--- src/rtl/sram_like_arbiter_if.sv ---
// Core-side instruction/data SRAM-like ports plus the shared downstream master port.
// "master" is the arbiter's view; "slave" is the surrounding core + memory view.
interface sram_like_arbiter_if;
  logic        i_req;
  logic        i_wr;
  logic [1:0]  i_size;
  logic [3:0]  i_wstrb;
  logic [31:0] i_addr;
  logic [31:0] i_wdata;
  logic        i_addr_ok;
  logic        i_data_ok;
  logic [31:0] i_rdata;

  logic        d_req;
  logic        d_wr;
  logic [1:0]  d_size;
  logic [3:0]  d_wstrb;
  logic [31:0] d_addr;
  logic [31:0] d_wdata;
  logic        d_addr_ok;
  logic        d_data_ok;
  logic [31:0] d_rdata;

  logic        m_req;
  logic        m_wr;
  logic [1:0]  m_size;
  logic [3:0]  m_wstrb;
  logic [31:0] m_addr;
  logic [31:0] m_wdata;
  logic        m_addr_ok;
  logic        m_data_ok;
  logic [31:0] m_rdata;

  modport master (
    input  i_req, i_wr, i_size, i_wstrb, i_addr, i_wdata,
    output i_addr_ok, i_data_ok, i_rdata,
    input  d_req, d_wr, d_size, d_wstrb, d_addr, d_wdata,
    output d_addr_ok, d_data_ok, d_rdata,
    output m_req, m_wr, m_size, m_wstrb, m_addr, m_wdata,
    input  m_addr_ok, m_data_ok, m_rdata
  );

  modport slave (
    output i_req, i_wr, i_size, i_wstrb, i_addr, i_wdata,
    input  i_addr_ok, i_data_ok, i_rdata,
    output d_req, d_wr, d_size, d_wstrb, d_addr, d_wdata,
    input  d_addr_ok, d_data_ok, d_rdata,
    input  m_req, m_wr, m_size, m_wstrb, m_addr, m_wdata,
    output m_addr_ok, m_data_ok, m_rdata
  );
endinterface

--- src/rtl/sram_like_arbiter.sv ---
// Two-into-one SRAM-like arbiter: D has fixed priority, a stalled request is locked
// until accepted or withdrawn, and an in-order ID FIFO routes responses back.
//
// state    | meaning
// S_IDLE   | no pending unaccepted request; D wins over I
// S_LOCK_I | I presented but not accepted; D ignored until I accepted or withdrawn
// S_LOCK_D | D presented but not accepted; I ignored until D accepted or withdrawn
module sram_like_arbiter #(
  parameter int MAX_OUT = 4
) (
  input  logic                clk,
  input  logic                resetn,
  sram_like_arbiter_if.master bus,
  output logic                proto_err
);

  localparam int PTR_W = $clog2(MAX_OUT);
  localparam int CNT_W = PTR_W + 1;

  typedef enum logic [1:0] {S_IDLE, S_LOCK_I, S_LOCK_D} state_t;

  state_t             r_state;
  logic [MAX_OUT-1:0] r_fifo;
  logic [PTR_W-1:0]   r_wr_ptr;
  logic [PTR_W-1:0]   r_rd_ptr;
  logic [CNT_W-1:0]   r_count;
  logic               r_proto_err;

  logic w_sel_vld;
  logic w_sel_d;
  logic w_pick_i;
  logic w_full;
  logic w_mreq;
  logic w_push;
  logic w_pop;
  logic w_head_d;

  always_comb begin
    w_sel_vld = 1'b0;
    w_sel_d   = 1'b1;
    case (r_state)
      S_LOCK_I: begin
        w_sel_vld = bus.i_req;
        w_sel_d   = 1'b0;
      end
      S_LOCK_D: begin
        w_sel_vld = bus.d_req;
        w_sel_d   = 1'b1;
      end
      default: begin
        w_sel_vld = bus.i_req | bus.d_req;
        w_sel_d   = bus.d_req | ~bus.i_req;
      end
    endcase
  end

  // A pop in this cycle does not free a slot until the next cycle.
  assign w_full   = (r_count == CNT_W'(MAX_OUT));
  assign w_mreq   = w_sel_vld & ~w_full;
  assign w_push   = w_mreq & bus.m_addr_ok;
  assign w_pop    = bus.m_data_ok & (r_count != '0);
  assign w_head_d = r_fifo[r_rd_ptr];
  assign w_pick_i = w_sel_vld & ~w_sel_d;

  assign bus.m_req   = resetn & w_mreq;
  assign bus.m_wr    = w_pick_i ? bus.i_wr    : bus.d_wr;
  assign bus.m_size  = w_pick_i ? bus.i_size  : bus.d_size;
  assign bus.m_wstrb = w_pick_i ? bus.i_wstrb : bus.d_wstrb;
  assign bus.m_addr  = w_pick_i ? bus.i_addr  : bus.d_addr;
  assign bus.m_wdata = w_pick_i ? bus.i_wdata : bus.d_wdata;

  assign bus.i_addr_ok = resetn & w_push & ~w_sel_d;
  assign bus.d_addr_ok = resetn & w_push &  w_sel_d;
  assign bus.i_data_ok = resetn & w_pop  & ~w_head_d;
  assign bus.d_data_ok = resetn & w_pop  &  w_head_d;
  assign bus.i_rdata   = bus.m_rdata;
  assign bus.d_rdata   = bus.m_rdata;

  assign proto_err = r_proto_err;

  always_ff @(posedge clk or negedge resetn) begin
    if (!resetn) begin
      r_state     <= S_IDLE;
      r_fifo      <= '0;
      r_wr_ptr    <= '0;
      r_rd_ptr    <= '0;
      r_count     <= '0;
      r_proto_err <= 1'b0;
    end else begin
      if (w_push) begin
        r_fifo[r_wr_ptr] <= w_sel_d;
        r_wr_ptr         <= r_wr_ptr + PTR_W'(1);
      end
      if (w_pop) r_rd_ptr <= r_rd_ptr + PTR_W'(1);
      r_count <= r_count + {{(CNT_W-1){1'b0}}, w_push} - {{(CNT_W-1){1'b0}}, w_pop};
      if (bus.m_data_ok && (r_count == '0)) r_proto_err <= 1'b1;

      case (r_state)
        S_IDLE:   if (w_mreq && !bus.m_addr_ok) r_state <= w_sel_d ? S_LOCK_D : S_LOCK_I;
        S_LOCK_I: if (!bus.i_req || w_push) r_state <= S_IDLE;
        S_LOCK_D: if (!bus.d_req || w_push) r_state <= S_IDLE;
        default:  r_state <= S_IDLE;
      endcase
    end
  end

endmodule

--- src/flat_wrapper.sv ---
// flat-port wrapper written by rule: the top's interface ports become plain ports
module sram_like_arbiter_flat 
#(
  parameter int MAX_OUT = 4
)
  (clk, resetn, proto_err, bus_i_req, bus_i_wr, bus_i_size, bus_i_wstrb, bus_i_addr, bus_i_wdata, bus_i_addr_ok, bus_i_data_ok, bus_i_rdata, bus_d_req, bus_d_wr, bus_d_size, bus_d_wstrb, bus_d_addr, bus_d_wdata, bus_d_addr_ok, bus_d_data_ok, bus_d_rdata, bus_m_req, bus_m_wr, bus_m_size, bus_m_wstrb, bus_m_addr, bus_m_wdata, bus_m_addr_ok, bus_m_data_ok, bus_m_rdata);
  sram_like_arbiter_if bus_i ();
  input  logic clk;
  input  logic resetn;
  output logic proto_err;
  input wire logic [$bits(bus_i.i_req)-1:0] bus_i_req;
  input wire logic [$bits(bus_i.i_wr)-1:0] bus_i_wr;
  input wire logic [$bits(bus_i.i_size)-1:0] bus_i_size;
  input wire logic [$bits(bus_i.i_wstrb)-1:0] bus_i_wstrb;
  input wire logic [$bits(bus_i.i_addr)-1:0] bus_i_addr;
  input wire logic [$bits(bus_i.i_wdata)-1:0] bus_i_wdata;
  output wire logic [$bits(bus_i.i_addr_ok)-1:0] bus_i_addr_ok;
  output wire logic [$bits(bus_i.i_data_ok)-1:0] bus_i_data_ok;
  output wire logic [$bits(bus_i.i_rdata)-1:0] bus_i_rdata;
  input wire logic [$bits(bus_i.d_req)-1:0] bus_d_req;
  input wire logic [$bits(bus_i.d_wr)-1:0] bus_d_wr;
  input wire logic [$bits(bus_i.d_size)-1:0] bus_d_size;
  input wire logic [$bits(bus_i.d_wstrb)-1:0] bus_d_wstrb;
  input wire logic [$bits(bus_i.d_addr)-1:0] bus_d_addr;
  input wire logic [$bits(bus_i.d_wdata)-1:0] bus_d_wdata;
  output wire logic [$bits(bus_i.d_addr_ok)-1:0] bus_d_addr_ok;
  output wire logic [$bits(bus_i.d_data_ok)-1:0] bus_d_data_ok;
  output wire logic [$bits(bus_i.d_rdata)-1:0] bus_d_rdata;
  output wire logic [$bits(bus_i.m_req)-1:0] bus_m_req;
  output wire logic [$bits(bus_i.m_wr)-1:0] bus_m_wr;
  output wire logic [$bits(bus_i.m_size)-1:0] bus_m_size;
  output wire logic [$bits(bus_i.m_wstrb)-1:0] bus_m_wstrb;
  output wire logic [$bits(bus_i.m_addr)-1:0] bus_m_addr;
  output wire logic [$bits(bus_i.m_wdata)-1:0] bus_m_wdata;
  input wire logic [$bits(bus_i.m_addr_ok)-1:0] bus_m_addr_ok;
  input wire logic [$bits(bus_i.m_data_ok)-1:0] bus_m_data_ok;
  input wire logic [$bits(bus_i.m_rdata)-1:0] bus_m_rdata;
  assign bus_i.i_req = bus_i_req;
  assign bus_i.i_wr = bus_i_wr;
  assign bus_i.i_size = bus_i_size;
  assign bus_i.i_wstrb = bus_i_wstrb;
  assign bus_i.i_addr = bus_i_addr;
  assign bus_i.i_wdata = bus_i_wdata;
  assign bus_i_addr_ok = bus_i.i_addr_ok;
  assign bus_i_data_ok = bus_i.i_data_ok;
  assign bus_i_rdata = bus_i.i_rdata;
  assign bus_i.d_req = bus_d_req;
  assign bus_i.d_wr = bus_d_wr;
  assign bus_i.d_size = bus_d_size;
  assign bus_i.d_wstrb = bus_d_wstrb;
  assign bus_i.d_addr = bus_d_addr;
  assign bus_i.d_wdata = bus_d_wdata;
  assign bus_d_addr_ok = bus_i.d_addr_ok;
  assign bus_d_data_ok = bus_i.d_data_ok;
  assign bus_d_rdata = bus_i.d_rdata;
  assign bus_m_req = bus_i.m_req;
  assign bus_m_wr = bus_i.m_wr;
  assign bus_m_size = bus_i.m_size;
  assign bus_m_wstrb = bus_i.m_wstrb;
  assign bus_m_addr = bus_i.m_addr;
  assign bus_m_wdata = bus_i.m_wdata;
  assign bus_i.m_addr_ok = bus_m_addr_ok;
  assign bus_i.m_data_ok = bus_m_data_ok;
  assign bus_i.m_rdata = bus_m_rdata;
  sram_like_arbiter #(.MAX_OUT(MAX_OUT)) u_core (.clk(clk), .resetn(resetn), .bus(bus_i), .proto_err(proto_err));
endmodule
--- config.mk ---
export PLATFORM = sky130hd
export DESIGN_NAME = sram_like_arbiter_flat
export DESIGN_NICKNAME = d
export VERILOG_FILES = /design/src/rtl/sram_like_arbiter_if.sv /design/src/rtl/sram_like_arbiter.sv /design/src/flat_wrapper.sv
export SDC_FILE = /design/constraint.sdc
export NUM_CORES = 1
export LEC_CHECK = 0
export CAP_MARGIN = 15
export CORE_AREA = 2 2 124 126
export DETAILED_ROUTE_END_ITERATION = 12
export DIE_AREA = 0 0 126 128
export PLACE_DENSITY = 0.65
export SLEW_MARGIN = 20
export SYNTH_ARGS = -nofsm -noshare
export SYNTH_HDL_FRONTEND = slang
export SYNTH_SLANG_ARGS = --single-unit
--- constraint.sdc ---
create_clock -name clk -period 6.9 [get_ports clk]
set_input_delay 1.38 -clock clk [delete_from_list [all_inputs] [get_ports clk]]
set_output_delay 1.38 -clock clk [all_outputs]
set_load 0.05 [all_outputs]
==> results.toml <==
[timing]
fin_crit_sh_pct = 84.3
max_freq_mhz = 172
totalNegativeSetupSlack_ps = 0
finalMaxSlewViolations = 0
skew_ps = 2.74
rsz0062_at_grt = "no"
max-slew-margin-rel_pct = 49.5
layout_min_cycle_time_ps = 5820
hold_viol = 0
setup_viol = 0
worst_pin_slew_ps = 755

[power]
p_clk_share_pct = 6.5
seq_power_share_pct = 8.7
p_leak_nw = 1.63
power.switching_mw = 1.03
p_sw_share_pct = 55.2
internal_power_mw = 0.834
vdd_drop_max_mv = 0.282
combPwrFrac_pct = 84.9
powerDensity_mw_per_mm2 = 431

[routing]
vias_per_cell = 3.88
vias = 2232
drcViolationCount = 0
drt_iter0_markers = 32
ant_nets = 0
dr.pass1.iters = 4
wl_um = 12100
wl_per_cell_um = 21.0

[place]
globalplace.congestion = 0.814
hpwl_um = 10700
port_buffers = 224

[flow_run]
cap_viol_max_count = 0

[setup_path]
r2r-start = "u_core.r_state[0]"
cp_max_fo = 30
crit_path_start = "bus_i_req"
end_kind = "primary output"
crit_path_end = "bus_m_wdata[24]"
worstSetupPathType = "in -> out"
cp.required_ps = 5520
start_kind = "primary input"
regToRegEndpoint = "u_core.r_count[2]"
r2r_slack_ps = 4250
reg2regPathDepth = 10
critPathArrivalTime_ps = 4440

[yosys]
synthXorXnorAreaFrac_pct = 1.90
synth_nets = 420
synth_compound_area_share_pct = 4.18
muxShareOfSynthArea_pct = 38.2
synth_cell_types = 37
synth_commonest_cells = "mux2_2 (69), buf_4 (64), dfrtp_1 (14)"
synth_top_family_by_area = "multiplexers"
synthSimpleGateAreaFrac_pct = 8.48
synth.avg_cell_area_um2 = 10.0
synth.area.top_cells = "mux2_2 (34%), buf_4 (21%), dfrtp_1 (15%), ha_1 (4.9%), buf_6 (3.4%)"
synth_ff_type = "dfrtp_1"
synth_top_area_share_pct = 33.8
yosysMostFrequentCell = "mux2_2"
syn_inst = 230
ys_seq_area_share_pct = 15.2
synthAdderAreaFrac_pct = 5.76
ys_ff_latch = 14
postSynth.asyncResetShare_pct = 100
yosys.area.top_type = "mux2_2"
synth_edf_count = 0
syn_area_mm2 = 0.00230
ys.warnings.count = 0

[die]
die_x_um = 126
die_y_um = 128
dieArea_mm2 = 0.0161
io_pins = 321
coreArea_mm2 = 0.0149
start_util_pct = 15.5
core.rowCount = 45

[final_layout]
nets = 578
area_delta_synth_final_pct = 87.6
final_core_util_pct = 29.1
diodes = 0
drive_gt1_share_pct = 21.4
fillCellCount = 1576

[clock_network]
cts_resized = 0
path_clk_slew_ps = 50
cts_setup_buffers = 0
clk_latency_ps = 240
ctsHoldBuffers = 0
cts_tree = "built"
clock-sinks = 14
clk_path_buf_depth = 2
cts_buffers = 3
htree_levels = 1
clockRootBuffer = "clkbuf_16"

[global_routing]
grt_overflow = 0
grt_max_degree = 31
grt_pass1_vias = 2433
antenna_found_initial = 1
grt_use_total_pct = 13.8
grt_pass1_wl_um = 16200

[min_path]
hp-class = "reg -> reg"
holdCritStartpoint = "u_core.proto_err"

[status]
outcome = "complete, no violations"
-- layout by cell type (no fill, tap or decap), types with 4 or more instances in the layout --
cell / instances
dfrtp_1: 14
xnor2_1: 4
nor3_1: 5
clkdlybuf4s50_1: 224
ha_1: 9
mux2_1: 7
nand2_1: 6
mux2_2: 69
inv_1: 8
-- registers in the layout, indices dropped and copies added, names as in the netlist --
signal and count:
u_core.r_fifo 4, u_core.r_state 2, u_core.r_wr_ptr 2, u_core.r_rd_ptr 2
u_core.proto_err 1, u_core.r_count 3
-- metrics by stage --
step / std cells / area [um^2] / hold WS [ps] / setup WS (ps) / total power, mW
after floorplan: 230 / 2300 / 453 / 2700 / 1.36
after global placement: 571 / 4230 / 447 / 1120 / 1.73
after detailed placement: 571 / 4230 / 451 / 1070 / 1.76
after CTS: 575 / 4320 / 462 / 1070 / 1.89
after global routing: 575 / 4320 / 491 / 948 / 1.97
final: 575 / 4320 / 461 / 1080 / 1.86
-- power by group through the flow --
stage               sequential (mW)  combinational, mW  clock (mW)
floorplan                     0.161               1.20           0
global placement              0.157               1.58           0
detailed placement            0.163               1.59           0
CTS                           0.162               1.60       0.123
global route                  0.167               1.67       0.133
finish                        0.161               1.58       0.121
-- worst min path at each step --
| stage | end | slack (ps) | cells after the start |
|---|---|---|---|
| finish | u_core.proto_err | 460 | 1 |
| global route | u_core.proto_err | 490 | 1 |
| CTS | u_core.proto_err | 460 | 1 |
| detailed placement | u_core.proto_err | 450 | 1 |
| global placement | u_core.proto_err | 450 | 1 |
| floorplan | u_core.r_rd_ptr[1] | 450 | 1 |
-- layout make-up --
type                    instances  area [um^2]  area share [%]
inverters                       9         33.8           0.782
flip-flops and latches         14          350            8.11
well taps                     188          235            5.45
repair buffers                227         2260            52.4
multi-input cells             133         1350            31.2
clock buffers                   4         88.8            2.06
-- layer usage --
layer  up-vias  GRT usage (%)  routed length [um]
met3         4           8.97                1840
met2       192           21.3                5240
met5         -              0                  13
met4         2          0.776                  10
met1       984           17.1                4990
li1       1050              -                   -
-- critical path: stages --
cell             delay, ps
clkdlybuf4s50_1        570
inv_2                   50
o31a_4                 390
nor2_8                 400
buf_4                  450
mux2_2                 450
clkdlybuf4s50_1        720
-- logic make-up (layout without fill, tap and decap cells) --
kind of cell               count (synthesis)  count (layout)
buffers and inverters                     83             240
muxes                                     77              77
and+or+nand+nor                           31              31
DFF                                       14              14
adders and majority gates                 10              10
AOI/OAI and AO/OA                         10              10
xor gates and xnor gates                   5               5
Power figures use the tool's default switching activity.
